[config.mk]
export PLATFORM = sky130hd
export DESIGN_NAME = ie_muldiv_ctrl
export DESIGN_NICKNAME = d
export VERILOG_FILES = /design/src/rtl/m_ext_pkg.sv /design/src/rtl/muldiv_shift_core.sv /design/src/rtl/ie_muldiv_ctrl.sv
export SDC_FILE = /design/constraint.sdc
export NUM_CORES = 1
export LEC_CHECK = 0
export CORE_MARGIN = 5
export CORE_UTILIZATION = 30
export CTS_BUF_LIST = sky130_fd_sc_hd__clkbuf_4 sky130_fd_sc_hd__clkbuf_8
export DETAILED_ROUTE_END_ITERATION = 16
export GPL_ROUTABILITY_DRIVEN = 0
export PLACE_DENSITY = 0.42
export SLEW_MARGIN = 20
export SYNTH_ARGS = -nofsm -noshare
export SYNTH_HDL_FRONTEND = slang
export SYNTH_SLANG_ARGS = --single-unit
[constraint.sdc]
create_clock -name clk -period 4.75 [get_ports clk]
set_clock_uncertainty 0.2 [all_clocks]
set_input_delay 1.1875 -clock clk [delete_from_list [all_inputs] [get_ports clk]]
set_output_delay 1.1875 -clock clk [all_outputs]
set_load 0.005 [all_outputs]
[src/rtl/m_ext_pkg.sv]
// Shared definitions for the RV32M multiply/divide sequencer:
// funct3 encodings, FSM state type and default operand width.
package m_ext_pkg;

    localparam int XLEN_DEFAULT = 32;

    localparam logic [2:0] F3_MUL    = 3'b000;
    localparam logic [2:0] F3_MULH   = 3'b001;
    localparam logic [2:0] F3_MULHSU = 3'b010;
    localparam logic [2:0] F3_MULHU  = 3'b011;
    localparam logic [2:0] F3_DIV    = 3'b100;
    localparam logic [2:0] F3_DIVU   = 3'b101;
    localparam logic [2:0] F3_REM    = 3'b110;
    localparam logic [2:0] F3_REMU   = 3'b111;

    typedef enum logic [1:0] {
        IDLE = 2'd0,
        RUN  = 2'd1,
        DONE = 2'd2
    } state_t;

endpackage

[src/rtl/muldiv_shift_core.sv]
// Iterative unsigned datapath: one shift-add multiply or restoring-divide bit per step.
// The 2*XLEN accumulator holds {product} for multiply and {remainder, quotient} for divide.
module muldiv_shift_core #(
    parameter int XLEN = 32
) (
    input  logic            clk,
    input  logic            rst_n,
    input  logic            load,
    input  logic            step,
    input  logic            is_div,
    input  logic [XLEN-1:0] a,
    input  logic [XLEN-1:0] b,
    output logic [XLEN-1:0] hi,
    output logic [XLEN-1:0] lo
);

    logic [2*XLEN-1:0] acc_reg, acc_next;
    logic [XLEN-1:0]   b_reg;
    logic [XLEN:0]     mul_sum;
    logic [XLEN:0]     div_shift;
    logic [XLEN:0]     div_diff;

    always_comb begin
        mul_sum   = {1'b0, acc_reg[2*XLEN-1:XLEN]} + (acc_reg[0] ? {1'b0, b_reg} : '0);
        div_shift = {acc_reg[2*XLEN-1:XLEN], acc_reg[XLEN-1]};
        div_diff  = div_shift - {1'b0, b_reg};
        acc_next  = acc_reg;
        if (load) begin
            acc_next = {{XLEN{1'b0}}, a};
        end else if (step) begin
            if (!is_div) begin
                acc_next = {mul_sum, acc_reg[XLEN-1:1]};
            end else if (!div_diff[XLEN]) begin
                // Trial subtraction fits: keep the difference and shift in a 1
                acc_next = {div_diff[XLEN-1:0], acc_reg[XLEN-2:0], 1'b1};
            end else begin
                acc_next = {div_shift[XLEN-1:0], acc_reg[XLEN-2:0], 1'b0};
            end
        end
    end

    always_ff @(posedge clk) begin
        if (!rst_n) begin
            acc_reg <= '0;
            b_reg   <= '0;
        end else begin
            acc_reg <= acc_next;
            if (load) begin
                b_reg <= b;
            end
        end
    end

    assign hi = acc_reg[2*XLEN-1:XLEN];
    assign lo = acc_reg[XLEN-1:0];

endmodule

[src/rtl/ie_muldiv_ctrl.sv]
// RV32M multiply/divide sequencer beside the IE ALU: FSM, iteration counter,
// sign handling, single-cycle special cases and the result register.
module ie_muldiv_ctrl
    import m_ext_pkg::*;
#(
    parameter int XLEN = XLEN_DEFAULT
) (
    input  logic            clk,
    input  logic            rst_n,
    input  logic            start,
    input  logic [2:0]      funct3,
    input  logic [XLEN-1:0] r1,
    input  logic [XLEN-1:0] r2,
    input  logic            flush,
    output logic            busy,
    output logic            stall,
    output logic            done,
    output logic [XLEN-1:0] MResult
);

    localparam int CW = $clog2(XLEN) + 1;
    localparam logic [XLEN-1:0] MIN_NEG = {1'b1, {(XLEN-1){1'b0}}};

    state_t            state_reg, state_next;
    logic [CW-1:0]     count_reg;
    logic [2:0]        f3_reg;
    logic              neg_reg;
    logic              fast_reg;
    logic [XLEN-1:0]   fast_res_reg;
    logic [XLEN-1:0]   mresult_reg;

    logic              signed1, signed2, s1, s2, neg;
    logic              div0, ovf, is_fast, take;
    logic              core_load, core_step;
    logic [XLEN-1:0]   mag1, mag2, fast_res;
    logic [XLEN-1:0]   core_hi, core_lo, quot_c, rem_c, final_res;
    logic [2*XLEN-1:0] prod, prod_c;

    // Operand decode for the op being offered in IDLE
    always_comb begin
        signed1  = funct3 inside {F3_MULH, F3_MULHSU, F3_DIV, F3_REM};
        signed2  = funct3 inside {F3_MULH, F3_DIV, F3_REM};
        s1       = signed1 & r1[XLEN-1];
        s2       = signed2 & r2[XLEN-1];
        mag1     = s1 ? -r1 : r1;
        mag2     = s2 ? -r2 : r2;
        // Remainder takes the dividend's sign; everything else the XOR of both
        neg      = (funct3 == F3_REM) ? s1 : (s1 ^ s2);
        div0     = funct3[2] && (r2 == '0);
        ovf      = ((funct3 == F3_DIV) || (funct3 == F3_REM)) && (r1 == MIN_NEG) && (r2 == '1);
        is_fast  = div0 || ovf;
        fast_res = div0 ? (funct3[1] ? r1 : '1) : (funct3[1] ? '0 : MIN_NEG);
        take     = (state_reg == IDLE) && start && !flush;
    end

    always_comb begin
        state_next = state_reg;
        core_load  = 1'b0;
        core_step  = 1'b0;
        case (state_reg)
            IDLE: begin
                if (start) begin
                    state_next = is_fast ? DONE : RUN;
                    core_load  = !is_fast;
                end
            end
            RUN: begin
                core_step = 1'b1;
                if (count_reg == CW'(1)) begin
                    state_next = DONE;
                end
            end
            DONE:    state_next = IDLE;
            default: state_next = IDLE;
        endcase
        if (flush) begin
            state_next = IDLE;
            core_load  = 1'b0;
            core_step  = 1'b0;
        end
    end

    muldiv_shift_core #(
        .XLEN (XLEN)
    ) u_core (
        .clk    (clk),
        .rst_n  (rst_n),
        .load   (core_load),
        .step   (core_step),
        .is_div (f3_reg[2]),
        .a      (mag1),
        .b      (mag2),
        .hi     (core_hi),
        .lo     (core_lo)
    );

    // Final sign correction and result select, evaluated while in DONE
    always_comb begin
        prod   = {core_hi, core_lo};
        prod_c = neg_reg ? -prod : prod;
        quot_c = neg_reg ? -core_lo : core_lo;
        rem_c  = neg_reg ? -core_hi : core_hi;
        case (f3_reg)
            F3_MUL:                        final_res = prod_c[XLEN-1:0];
            F3_MULH, F3_MULHSU, F3_MULHU:  final_res = prod_c[2*XLEN-1:XLEN];
            F3_DIV, F3_DIVU:               final_res = quot_c;
            default:                       final_res = rem_c;
        endcase
        if (fast_reg) begin
            final_res = fast_res_reg;
        end
    end

    always_ff @(posedge clk) begin
        if (!rst_n) begin
            state_reg    <= IDLE;
            count_reg    <= '0;
            f3_reg       <= '0;
            neg_reg      <= 1'b0;
            fast_reg     <= 1'b0;
            fast_res_reg <= '0;
            mresult_reg  <= '0;
        end else begin
            state_reg <= state_next;
            if (take) begin
                f3_reg       <= funct3;
                neg_reg      <= neg;
                fast_reg     <= is_fast;
                fast_res_reg <= fast_res;
                count_reg    <= CW'(XLEN);
            end else if (core_step && (count_reg != '0)) begin
                count_reg <= count_reg - CW'(1);
            end
            if (done) begin
                mresult_reg <= final_res;
            end
        end
    end

    // A flush during DONE suppresses the pulse and leaves the held result alone
    assign done    = (state_reg == DONE) && !flush;
    assign busy    = (state_reg != IDLE);
    assign stall   = take || (state_reg == RUN);
    assign MResult = done ? final_res : mresult_reg;

endmodule

==> impl_metrics.csv, run 1 <==
group,metric,value,unit
global_route,track_usage,0.2362,
setup_path,crit_type,"flop to output port",
timing,min_period,4.792,ns
layout,area_delta_synth_final,24.99,%
detailed_routing,dr_wl_met2,29.84,mm
detailed_routing,via_per_inst,5.646,
clock_tree,clk_latency,0.57,ns
detailed_routing,first_pass_iters,5,
hold_path,hold_path.startpoint,"fast_res_reg[23]",
global_route,antenna_found_initial,5,
layout,diodes,0,
global_route,grt_max_degree,59,
die,dieHeight,235.5,um
power,power_density,231.6,nW/um^2
timing,worst_pin_slew,0.9221,ns
layout,largest_reg_flops,64,
die,rows,82,
synthesis,yosys.area.top_type,"dfxtp_1",
clock_tree,cts_tree,"done",
die,core_area,50270,um^2
layout,drive_gt1_frac,0.1797,
synthesis,synthFlopType,"dfxtp_1",
synthesis,synth_fp_nets,2196,
layout,final_util,0.3792,
synthesis,synth_top_area_share,0.2271,
detailed_routing,wl_met3,3.517,mm
die,dieArea,55450,um^2
clock_tree,numCtsBuffers,17,
detailed_routing,top_layer,"met4",
layout,finalNetCount,2358,
power,p_leak,0.007784,uW
clock_tree,root_buffer,"clkbuf_8",
outcome,status,"complete, but fails checks",
synthesis,synthCells,2051,
synthesis,synth_area,15250,um^2
timing,worst_slack,-0.04248,ns
synthesis,ys_async_sr_fraction,0,
global_route,grt_pass1_vias,15800,
placed_design,numPortBuffers,105,
setup_path,critPathArrivalTime,3.40,ns
synthesis,ys_top_cells_by_count,"185 x nand2_1, 173 x dfxtp_1, 171 x nor2_1, 169 x a21oi_1, 141 x o21ai_0",
timing,relSlewSlack,0.3845,
synthesis,ys_types,87,
synthesis,yosysWarningCount,0,
timing,clock.fmax,208.7,MHz
setup_path,end_kind,"output port",
global_route,grt_pass1_wl,101.7,mm
die,start_util,0.3034,
setup_path,slowest_delay,0.55,ns
layout,design_area,19060,um^2
placed_design,dpl_cell_area,17820,um^2
detailed_routing,wl_met1,32.95,mm
outcome,violations,"setup timing",
die,die_w,235.5,um
setup_path,start_kind,"flop",
timing,setup_viol,4,
synthesis,yosys_register_bits,173,
placed_design,dpl.hpwl,53.11,mm
detailed_routing,route.detailed.drc,0,
synthesis,synth_edf_count,0,
detailed_routing,vias,16360,
timing,rsz0062_at_grt,"true",
setup_path,r2r-start,"u_core.acc_reg[0]",
clock_tree,cts_buffer_depth,2,
synthesis,ys_seq_area_frac,0.2271,
setup_path,slowest_stage,"or4_4",
synthesis,synth_area_leaders,"dfxtp_1 23%, xnor2_1 6.4%, ha_1 5.9%",
detailed_routing,routed_wl,68.03,mm
timing,final_hold_viol_count,0,
timing,slew_violations,0,
clock_tree,cts.clk_slew.worst_paths,0.11,ns
synthesis,yosysMostFrequentCell,"nand2_1",
setup_path,cp-startpoint,"u_core.acc_reg[37]",
detailed_routing,routedWlPerCell,23.48,um
clock_tree,h-tree-depth,4,
setup_path,crit_fanout,3,
power,ir_drop,0.2100,mV
setup_path,crit_chain,"or4_4, or3_4, or3b_4, buf_4, a21boi_2, xor2_1, o221ai_1, a21oi_1, nor2_2, clkdlybuf4s15_1",
synthesis,avgSynthCellArea,7.437,um^2
run,drv_cap,0,
detailed_routing,drtIter0Drc,1402,
clock_tree,clock_sinks,173,
global_route,grt-ovfl-total,0,
die,top_level_ports,106,
detailed_routing,ant_nets,0,
setup_path,worst_ep_required_time,3.36,ns
timing,fin_crit_sh,1.009,
hold_path,hold_class,"flop to flop",
[worst max-delay path: cells and delay by family (launching register included)]
family	cells	cell delay (ns)
AOI/OAI and AO/OA	3	0.50
xor gates and xnor gates	1	0.17
buffers and inverters	2	0.36
DFF	1	0.33
and+or+nand+nor	4	1.47
[metal layers]
layer	GRT usage	vias to the layer above
li1	-	7824
met1	0.3397	7970
met2	0.3645	487
met3	0.03819	80
met4	0.06897	0
met5	0	-
[repair_timing]
action | CTS | global route
hold buffers | 0 | 0
cloned | 1 | 0
setup endpoints to repair | 32 | 28
pin swaps | 51 | 44
buffers inserted | 17 | 8
resized for setup | 140 | 67
[logic make-up after synthesis]
group	after synthesis	synth area share
AOI/OAI and AO/OA	656	0.2859
xor gates and xnor gates	186	0.1068
adders and majority gates	74	0.06168
buffers and inverters	215	0.05455
DFF	173	0.2271
muxes	40	0.02871
and+or+nand+nor	707	0.2353
[stage by stage]
stage,cells,worst slack [ns],hold slack [ns],total power (uW),TNS (ns)
5_1_grt,2898,-0.1711,0.3165,4635,-1.167
3_3_place_gp,2840,-0.1450,0.2726,3114,-1.582
6_report,2898,-0.04248,0.2984,4414,-0.1521
3_5_place_dp,2840,-0.1564,0.2747,3114,-1.933
4_1_cts,2890,-0.1474,0.2966,4388,-0.4742
2_1_floorplan,2051,0.6660,0.2400,2495,0
[final timing paths]
kind / end / slack, ns / cells past startpoint
hold / removal: fast_res_reg[23] / 0.30 / 1
setup / recovery: MResult[23] / -0.04 / 10
hold reg to reg: fast_res_reg[23] / 0.30 / 1
setup reg to reg: u_core.acc_reg[63] / 0.67 / 14
[cells in the final DEF, fill, tap and decap left out, drive strengths merged, types with 36 or more instances in the layout]
cell           netlist  layout
nand3               39      39
o21ai              143     143
a21oi              169     169
nor2               171     171
dfxtp              173     173
inv                 64      68
ha                  72      72
o221ai              36      36
nor3                52      52
and2                45      45
nand2b              50      50
xnor2              111     111
nand2              185     185
xor2                75      75
buf                 24     192
clkdlybuf4s50        0      75
[power breakdown]
| part | internal [uW] | switching, uW |
|---|---|---|
| registers | 1510 | 70.1 |
| logic | 675 | 996 |
| clock network | 520 | 648 |
| total | 2700 | 1710 |
[layout make-up]
class	count	area, um^2
fill	5362	31210
multi-input combinational	1663	11620
sequential	173	3483
timing repair buffer	292	2455
tap	672	840.8
clock buffer	21	282.8
inverter	66	247.7
clock inverter	11	132.6
(Power assumes the default switching activity.)
==> run 2: changes to the inputs <==
--- a/config.mk
+++ b/config.mk
@@ -5,12 +5,13 @@
 export SDC_FILE = /design/constraint.sdc
 export NUM_CORES = 1
 export LEC_CHECK = 0
+export ABC_CLOCK_PERIOD_IN_PS = 4100
 export CORE_MARGIN = 5
 export CORE_UTILIZATION = 30
 export CTS_BUF_LIST = sky130_fd_sc_hd__clkbuf_4 sky130_fd_sc_hd__clkbuf_8
 export DETAILED_ROUTE_END_ITERATION = 16
 export GPL_ROUTABILITY_DRIVEN = 0
-export PLACE_DENSITY = 0.42
+export PLACE_DENSITY = 0.44
 export SLEW_MARGIN = 20
 export SYNTH_ARGS = -nofsm -noshare
 export SYNTH_HDL_FRONTEND = slang
==> constraint.sdc (replaced) <==
create_clock -name clk -period 4.1 [get_ports clk]
set_clock_uncertainty 0.2 [all_clocks]
set_input_delay 1.025 -clock clk [delete_from_list [all_inputs] [get_ports clk]]
set_output_delay 1.025 -clock clk [all_outputs]
set_load 0.005 [all_outputs]
==> run 2 against run 1 <==
- the run still ends with setup timing left
- die area did not move
- highest routed layer unchanged
- power rose by 21%
- setup slack worse by 0.41 ns
==> impl_metrics.csv, run 2 (synthesized netlist as in run 1, its figures left out) <==
group,metric,value,unit
detailed_routing,routedWlPerCell,21.71,um
setup_path,r2r_slack,0.22,ns
clock_tree,clk_latency,0.57,ns
die,dieArea,55450,um^2
outcome,status,"complete, but fails checks",
layout,final_common_cell,"buf_4",
setup_path,slowest_stage,"or4_4",
layout,multi_input_area,11980,um^2
power,power_density,259.2,nW/um^2
detailed_routing,routed_wl,66.14,mm
global_route,grt_pass1_vias,16300,
setup_path,end_kind,"output port",
hold_path,hold_path_depth,1,
layout,area_delta_synth_final,35.47,%
placed_design,dpl.hpwl,52.21,mm
timing,worst_pin_slew,0.8533,ns
die,rows,82,
clock_tree,h-tree-depth,4,
placed_design,numPortBuffers,105,
setup_path,worst_ep_required_time,2.87,ns
clock_tree,cts_buffer_depth,2,
clock_tree,holdBufCountCts,0,
global_route,grt_max_degree,65,
layout,mostFrequentLayoutCells,"293 x buf_4, 174 x nand2_1, 162 x dfxtp_1, 159 x nor2_1, 154 x a21oi_1",
timing,relSlewSlack,0.4268,
detailed_routing,via_per_inst,5.537,
power,ir_drop,0.1836,mV
setup_path,crit_type,"flop to output port",
setup_path,cp_num_buf_inv,1,
setup_path,crit_family,"simple AND/OR/NAND/NOR gates",
timing,worst_slack,-0.4559,ns
detailed_routing,vias,16870,
hold_path,hold_class,"flop to flop",
timing,holdWs,0.2858,ns
die,die_w,235.5,um
layout,regArea,3477,um^2
power,p_leak,0.008507,uW
global_route,antenna_found_initial,0,
die,start_util,0.3034,
detailed_routing,drtIter0Drc,1428,
clock_tree,clock_sinks,173,
outcome,violations,"setup timing",
layout,drive_gt1_frac,0.2596,
clock_tree,root_buffer,"clkbuf_8",
hold_path,hold_path.startpoint,"fast_res_reg[10]",
timing,final_hold_viol_count,0,
clock_tree,numCtsBuffers,17,
layout,largest_reg_flops,64,
global_route,grt-ovfl-total,0,
layout,fillerInstances,5278,
setup_path,crit_chain,"or4_4, nor3_4, nand3_2, or3_4, or3b_4, mux2_4, a211oi_2, a21oi_2, buf_2",
setup_path,critPathArrivalTime,3.33,ns
timing,fin_crit_sh,1.111,
hold_path,hold_path_end,"fast_res_reg[10]",
setup_path,slowest_delay,0.56,ns
clock_tree,cts.clk_slew.worst_paths,0.09,ns
timing,clock.fmax,219.5,MHz
setup_path,start_kind,"flop",
die,core_area,50270,um^2
global_route,grt_pass1_wl,99.95,mm
detailed_routing,first_pass_iters,5,
global_route,track_usage,0.2298,
die,dieHeight,235.5,um
timing,slew_violations,0,
setup_path,ff2ff_path_depth,16,
timing,min_period,4.556,ns
setup_path,r2r_end,"u_core.acc_reg[39]",
detailed_routing,route.detailed.drc,0,
timing,rsz0062_at_grt,"true",
layout,finalNetCount,2505,
die,top_level_ports,106,
run,drv_cap,0,
timing,setup_viol,30,
detailed_routing,ant_nets,0,
setup_path,r2r-start,"u_core.acc_reg[31]",
setup_path,crit_fanout,4,
clock_tree,cts_tree,"done",
power,p_total,5356,uW
[run 2: cell types whose count changed in the layout (fill, tap and decap cells not counted), sizes merged]
cell and change:
buf +166, clkbuf -4, clkdlybuf4s15 +2, clkdlybuf4s50 -3, clkinv +3, clkinvlp -3
diode +2, dlygate4sd2 -11, dlymetal6s2s -5, inv +2
[run 2: area by class of cell]
cell class	instances	area share
multi-input cells	1663	0.5798
repair buffers	439	0.1789
diodes	2	0.0002422
well taps	672	0.04069
clock inverters	13	0.007266
inverters	66	0.01223
flip-flops and latches	173	0.1683
clock buffers	19	0.01266
[run 2: timing repair]
action,CTS,global route
resized for setup,245,120
setup buffers,26,18
setup endpoints to repair,33,39
pin swaps,94,83
[run 2: through the flow]
stage / cell area [um^2] / instances / setup WS, ns / utilization / TNS [ns]
CTS: 20130 / 3028 / -0.5418 / 0.4005 / -10.53
global route: 20660 / 3045 / -0.5397 / 0.4109 / -11.40
global placement: 18910 / 2971 / -0.4751 / 0.3761 / -18.09
floorplan: 15250 / 2051 / 0.1785 / - / 0
detailed placement: 18910 / 2971 / -0.5142 / 0.3761 / -22.43
finish: 20660 / 3047 / -0.4559 / 0.4110 / -6.801
[run 2: routing by layer]
layer,share of wire,up-vias,global-route usage
li1,-,8120,-
met2,0.44,481,0.3541
met4,0.023,0,0.06034
met5,0,-,0
met3,0.062,86,0.03725
met1,0.48,8185,0.3338
[run 2: how the worst max path moves through the flow]
| stage | start | to | depth (start not counted) |
|---|---|---|---|
| after global placement | flush | MResult[19] | 10 |
| after CTS | u_core.acc_reg[40] | MResult[15] | 9 |
| after floorplan | u_core.acc_reg[34] | MResult[17] | 9 |
| final | u_core.acc_reg[15] | MResult[17] | 9 |
| after global routing | u_core.acc_reg[39] | MResult[15] | 9 |
| after detailed placement | flush | MResult[2] | 10 |
[run 2: report_power, final]
part	leakage (uW)	internal, uW	switching, uW	total, uW
clock network	0.000210	586	754	1340
registers	0.00141	1750	55.6	1800
logic	0.00689	964	1250	2210
total	0.00851	3290	2060	5360
